### config.mk
export PLATFORM = sky130hd
export DESIGN_NAME = fault_test_sequencer
export DESIGN_NICKNAME = d
export VERILOG_FILES = /design/src/rtl/fault_test_sequencer.sv
export SDC_FILE = /design/constraint.sdc
export NUM_CORES = 1
export LEC_CHECK = 0
export ABC_AREA = 1
export BUFFER_PORTS_ARGS = -buffer_cell sky130_fd_sc_hd__buf_4
export CAP_MARGIN = 20
export CELL_PAD_IN_SITES_DETAIL_PLACEMENT = 0
export CELL_PAD_IN_SITES_GLOBAL_PLACEMENT = 1
export CORE_MARGIN = 5
export CORE_UTILIZATION = 33
export DETAILED_ROUTE_END_ITERATION = 6
export GPL_TIMING_DRIVEN = 0
export PLACE_DENSITY_LB_ADDON = 0.1
export SLEW_MARGIN = 25
export SYNTH_ARGS = -nofsm -noshare
export SYNTH_HDL_FRONTEND = slang
export SYNTH_SLANG_ARGS = --single-unit
### constraint.sdc
create_clock -name clk -period 1.81 [get_ports clk]
set_input_delay 0.0905 -clock clk [delete_from_list [all_inputs] [get_ports clk]]
set_output_delay 0.0905 -clock clk [all_outputs]
set_load 0.005 [all_outputs]
### src/rtl/fault_test_sequencer.sv
// Fault test sequencer: issues one test vector to the golden and fault-injected
// CUT copies, waits for both ready flags (with timeout), and returns a diff record.
module fault_test_sequencer #(
    parameter int TV_W     = 70,
    parameter int RV_W     = 41,
    parameter int RDY_BIT  = 32,
    parameter int MIN_WAIT = 2,
    parameter int TIMEOUT  = 64,
    parameter int CNT_W    = 32
) (
    input  logic             clk,
    input  logic             rst,
    input  logic             cmd_valid,
    output logic             cmd_ready,
    input  logic [TV_W-2:0]  cmd_vector,
    output logic [TV_W-1:0]  cut_test_vector,
    input  logic [RV_W-1:0]  gold_result,
    input  logic [RV_W-1:0]  fault_result,
    output logic             inj_enable,
    output logic             rsp_valid,
    input  logic             rsp_ready,
    output logic [RV_W-1:0]  rsp_result,
    output logic [RV_W-1:0]  rsp_diff,
    output logic             rsp_timeout,
    input  logic             clear_counts,
    output logic [CNT_W-1:0] test_count,
    output logic [CNT_W-1:0] err_count
);

    localparam int WC_W = $clog2(TIMEOUT + 1);

    typedef enum logic [1:0] {S_IDLE, S_START, S_WAIT, S_RESP} state_t;

    state_t            state_q, state_d;
    logic [TV_W-2:0]   vec_q, vec_d;
    logic              start_q, start_d;
    logic              inj_q, inj_d;
    logic [WC_W-1:0]   wait_cnt_q, wait_cnt_d;
    logic              gold_done_q, gold_done_d;
    logic              fault_done_q, fault_done_d;
    logic [RV_W-1:0]   result_q, result_d;
    logic [RV_W-1:0]   diff_q, diff_d;
    logic              timeout_q, timeout_d;
    logic [CNT_W-1:0]  test_count_q, test_count_d;
    logic [CNT_W-1:0]  err_count_q, err_count_d;

    logic gold_rdy, fault_rdy, handshake;

    assign gold_rdy        = gold_result[RDY_BIT];
    assign fault_rdy       = fault_result[RDY_BIT];
    assign handshake       = (state_q == S_RESP) && rsp_ready;
    assign cmd_ready       = (state_q == S_IDLE);
    assign rsp_valid       = (state_q == S_RESP);
    assign cut_test_vector = {start_q, vec_q};
    assign inj_enable      = inj_q;
    assign rsp_result      = result_q;
    assign rsp_diff        = diff_q;
    assign rsp_timeout     = timeout_q;
    assign test_count      = test_count_q;
    assign err_count       = err_count_q;

    always_comb begin
        state_d      = state_q;
        vec_d        = vec_q;
        start_d      = start_q;
        inj_d        = inj_q;
        wait_cnt_d   = wait_cnt_q;
        gold_done_d  = gold_done_q;
        fault_done_d = fault_done_q;
        result_d     = result_q;
        diff_d       = diff_q;
        timeout_d    = timeout_q;
        case (state_q)
            S_IDLE: begin
                if (cmd_valid) begin
                    vec_d        = cmd_vector;
                    start_d      = 1'b1;
                    inj_d        = 1'b1;
                    wait_cnt_d   = '0;
                    gold_done_d  = 1'b0;
                    fault_done_d = 1'b0;
                    state_d      = S_START;
                end
            end
            S_START: begin
                start_d = 1'b0;
                state_d = S_WAIT;
            end
            S_WAIT: begin
                wait_cnt_d = wait_cnt_q + 1'b1;
                // Early ready flags may be left over from the previous operation.
                if (wait_cnt_q >= WC_W'(MIN_WAIT)) begin
                    if (gold_rdy) gold_done_d = 1'b1;
                    if (fault_rdy && !fault_done_q) begin
                        fault_done_d = 1'b1;
                        result_d     = fault_result;
                        diff_d       = gold_result ^ fault_result;
                    end else if (gold_rdy && !gold_done_q && fault_done_q) begin
                        diff_d = result_q ^ gold_result;
                    end
                end
                if (gold_done_d && fault_done_d) begin
                    timeout_d = 1'b0;
                    inj_d     = 1'b0;
                    state_d   = S_RESP;
                end else if (wait_cnt_q == WC_W'(TIMEOUT - 1)) begin
                    result_d  = fault_result;
                    diff_d    = gold_result ^ fault_result;
                    timeout_d = 1'b1;
                    inj_d     = 1'b0;
                    state_d   = S_RESP;
                end
            end
            S_RESP: begin
                if (rsp_ready) state_d = S_IDLE;
            end
            default: state_d = S_IDLE;
        endcase
    end

    // Saturating statistics; a clear wins over a same-cycle increment.
    always_comb begin
        test_count_d = test_count_q;
        err_count_d  = err_count_q;
        if (clear_counts) begin
            test_count_d = '0;
            err_count_d  = '0;
        end else if (handshake) begin
            if (test_count_q != '1) test_count_d = test_count_q + 1'b1;
            if ((timeout_q || (|diff_q)) && (err_count_q != '1))
                err_count_d = err_count_q + 1'b1;
        end
    end

    always_ff @(posedge clk or negedge rst) begin
        if (!rst) begin
            state_q      <= S_IDLE;
            vec_q        <= '0;
            start_q      <= 1'b0;
            inj_q        <= 1'b0;
            wait_cnt_q   <= '0;
            gold_done_q  <= 1'b0;
            fault_done_q <= 1'b0;
            result_q     <= '0;
            diff_q       <= '0;
            timeout_q    <= 1'b0;
            test_count_q <= '0;
            err_count_q  <= '0;
        end else begin
            state_q      <= state_d;
            vec_q        <= vec_d;
            start_q      <= start_d;
            inj_q        <= inj_d;
            wait_cnt_q   <= wait_cnt_d;
            gold_done_q  <= gold_done_d;
            fault_done_q <= fault_done_d;
            result_q     <= result_d;
            diff_q       <= diff_d;
            timeout_q    <= timeout_d;
            test_count_q <= test_count_d;
            err_count_q  <= err_count_d;
        end
    end

endmodule

==> flow_summary.json <==
{
  "status": "complete, but fails checks",
  "failed_checks": "negative setup slack",
  "synthesis.yosys.warnings": 0,
  "muxShareOfSynthArea_pct": 0,
  "crit_fanout": 6,
  "pwr_density_cell_mw_per_mm2": 1250,
  "clock_insertion_delay_worst_skew_ns": 0.56,
  "syn_area_mm2": 0.0129,
  "netlist_instances": 1792,
  "finalPower_mw": 25.9,
  "drt-wirelength-per-cell_um": 17.9,
  "place.gp.congestion": 0.881,
  "overflow": 0,
  "postRouteAntennaNets": 0,
  "drt_pass1_iterations": 5,
  "worstSetupStartpointType": "flop",
  "fin_crit_sh_pct": 107,
  "mappedNetlistNets": 1956,
  "post-synth-top-area-fraction_pct": 44.5,
  "slew_headroom_pct": 52.3,
  "grt_max_degree": 83,
  "grt_pass1_wl_um": 80900,
  "synth-seq-area-share_pct": 44.5,
  "switching_part_of_the_total_pct": 38.7,
  "min_path_type": "primary input to flop",
  "clock-sinks": 229,
  "floorplan_die_width_um": 207,
  "total_leakage_power_nw": 10.2,
  "synth_top_family_by_area": "simple AND/OR/NAND/NOR gates",
  "worst_slack_ns": -0.128,
  "grt_setup_unrepaired": "yes",
  "initial_core_util_pct": 33.3,
  "post_synth_num_cell_types": 33,
  "dp_worst_setup_slack_ns": -0.657,
  "diodes": 0,
  "final.fill_count": 3610,
  "fp-row-count": 72,
  "post-route-drc-count": 0,
  "dominant_cells_by_area_after_synthesis": "dfrtp_1 45%, nand2_1 20%, nand3_1 7.5%, nor2_1 4.9%, xor2_1 4.6%",
  "setup_viol_count_final": 81,
  "drv_slew": 0,
  "dpl-instance-area_mm2": 0.0164,
  "clk_path_buf_depth": 3,
  "crit_type": "flop to flop",
  "end_kind": "flop",
  "synth_area_per_cell_um2": 7.18,
  "first_global_vias": 14000,
  "boundaryPins": 376,
  "worst_slew_pin_slew_ns": 0.716,
  "antenna_found_initial": 1,
  "die_h_um": 207,
  "synth_compound_area_share_pct": 4.21,
  "layout.cells.most_common": "nand2_1",
  "crit_arrival_ns": 2.38,
  "post-dp-hpwl_um": 37400,
  "detailed_route_via_count": 14200,
  "final_layout_size_suffix_gt1_share_pct": 31.8,
  "worst_setup_hold_path_clk_slew_ns": 0.06,
  "async_flop_share_pct": 100,
  "route.detailed.vias_per_inst": 4.81,
  "max-vdd-ir-drop_mv": 0.887,
  "final_cell_area_mm2": 0.0208,
  "fin_worst_skew_ns": 0.0128,
  "cap_violations": 0,
  "post_synth_fa_ha_maj_area_fraction_pct": 0.778,
  "fin_crit_ns": 1.94,
  "cts_buffers": 28,
  "synth_seq_cells": 229,
  "root_cell_of_the_clock_tree": "clkbuf_16",
  "synthXorXnorAreaFrac_pct": 6.67,
  "synth-simple-area-share_pct": 37.1,
  "port_buffers": 374,
  "route.final.wire_length_um": 52900,
  "report.final.hold_viol_count": 0,
  "p_clk_share_pct": 21.7,
  "groute.usage.overall_pct": 23.0,
  "whs_ns": 0.00634,
  "post-synth-top-area-cell": "dfrtp_1",
  "power_switching_mw": 10.0,
  "synth_edf_count": 0,
  "drtIter0Drc": 681,
  "area_growth_pct": 61.8,
  "cts_tree": "yes",
  "achievable-frequency_mhz": 516,
  "cell_internal_power_mw": 15.9,
  "fp.dieArea_mm2": 0.0430,
  "power.share.sequential_pct": 31.7,
  "main_synth_ff_type": "dfrtp_1",
  "comb_power_share_pct": 46.6,
  "cts_htree_levels": 1,
  "internal_reg_to_reg_setup_slack_ns": -0.13,
  "floorplan.core_area_mm2": 0.0386,
  "crit_required_ns": 2.25,
  "fin_nets": 2582,
  "final_cell_mix": "621 x nand2_1, 425 x buf_4, 198 x dfrtp_1, 154 x dlygate4sd3_1, 146 x nand3_1"
}
[cell type report]
class / instances / area (µm²) / share of cell area (%)
clock buffer: 45 / 826 / 3.97
sequential: 229 / 5770 / 27.7
buffer: 79 / 666 / 3.20
timing repair buffer: 596 / 5150 / 24.8
timing repair inverter: 1 / 5.00 / 0.0240
clock inverter: 4 / 70.1 / 0.337
tap: 518 / 648 / 3.11
inverter: 122 / 468 / 2.25
multi-input combinational: 1361 / 7210 / 34.6
[synth_stat cells (6+ instances only)]
cell type,instances
dfrtp_1,229
nand3_1,193
inv_2,6
nor2_2,6
nor2_1,168
nand2_2,6
buf_1,8
clkbuf_1,34
o21ai_0,72
o21ai_1,9
buf_6,7
nand2_1,693
xor2_1,68
or2_2,6
inv_1,116
buf_2,27
a21oi_1,16
nor3_1,40
ha_1,8
nand4_1,28
xnor2_1,30
[flip-flops by register name, indices dropped and copies added, names as in the netlist, 2 cells and up]
| name | count |
|---|---|
| state_q | 2 |
| wait_cnt_q | 7 |
| rsp_diff | 41 |
| vec_q | 69 |
| rsp_result | 41 |
| test_count | 32 |
| err_count | 32 |
[logic make-up (layout without fill, tap and decap cells)]
kind of cell / after synthesis / count (layout)
fa+ha+maj: 8 / 8
flops: 229 / 229
xor+xnor: 98 / 98
compound gates: 105 / 105
buf+inv: 203 / 847
simple gates: 1149 / 1150
[metrics by stage]
stage / utilization (%) / TNS (ns) / instances
6_report: 53.9 / -6.67 / 2955
5_1_grt: 53.9 / -15.36 / 2955
4_1_cts: 50.6 / -10.83 / 2915
3_5_place_dp: 42.4 / -78.29 / 2686
3_3_place_gp: 42.2 / -404.48 / 2684
2_1_floorplan: - / 0 / 1792
[worst paths after layout]
check	from	cells after the start	to
max in group asynchronous	rst	4	vec_q[66]$_DFFE_PN0P_
setup / recovery	wait_cnt_q[1]$_DFFE_PN0P_	13	rsp_result[34]$_DFFE_PN0P_
hold / removal	cmd_valid	6	start_q$_DFFE_PN0P_
min in group asynchronous	rst	2	rsp_result[25]$_DFFE_PN0P_
setup reg to reg	wait_cnt_q[1]$_DFFE_PN0P_	13	rsp_result[34]$_DFFE_PN0P_
hold reg to reg	vec_q[63]$_DFFE_PN0P_	2	vec_q[63]$_DFFE_PN0P_
[power by group through the flow]
stage / logic (mW) / registers (mW) / clock network [mW]
after floorplan: 4.59 / 8.07 / 0
after global placement: 9.56 / 8.14 / 0
after detailed placement: 9.65 / 8.18 / 0
after CTS: 10.9 / 8.16 / 5.79
after global routing: 13.2 / 8.42 / 5.97
final: 12.1 / 8.22 / 5.63
[critical path, cell delays in order, from the launching register on]
cell     delay [ns]
dfrtp_2        0.47
ha_4           0.19
nor2_4         0.09
nand2_4        0.07
o21ai_2        0.14
nand2_2        0.08
nand2_2        0.09
nand2_4        0.09
nand2_8        0.10
buf_8          0.11
nand2_8        0.09
buf_8          0.17
nor2_2         0.08
nor2_1         0.05
[layer usage]
| layer | vias up | global-route usage [%] | share of wire, % | wire, µm |
|---|---|---|---|---|
| li1 | 6918 | - | - | - |
| met1 | 6781 | 31.5 | 44 | 23400 |
| met2 | 446 | 37.6 | 47 | 24700 |
| met3 | 68 | 5.24 | 6.8 | 3600 |
| met4 | 2 | 4.67 | 2.3 | 1200 |
| met5 | - | 0 | 0.025 | 13 |
[repair_timing]
action / 4_1_cts / 5_1_grt
pin swaps: 27 / 68
gates resized for setup: 145 / 258
setup buffers: 22 / 34
hold buffers: 154 / 0
endpoints found under the hold margin: 228 / 0
cloned: 5 / 8
endpoints found under the setup margin: 223 / 185
Power figures use the tool's default switching activity.
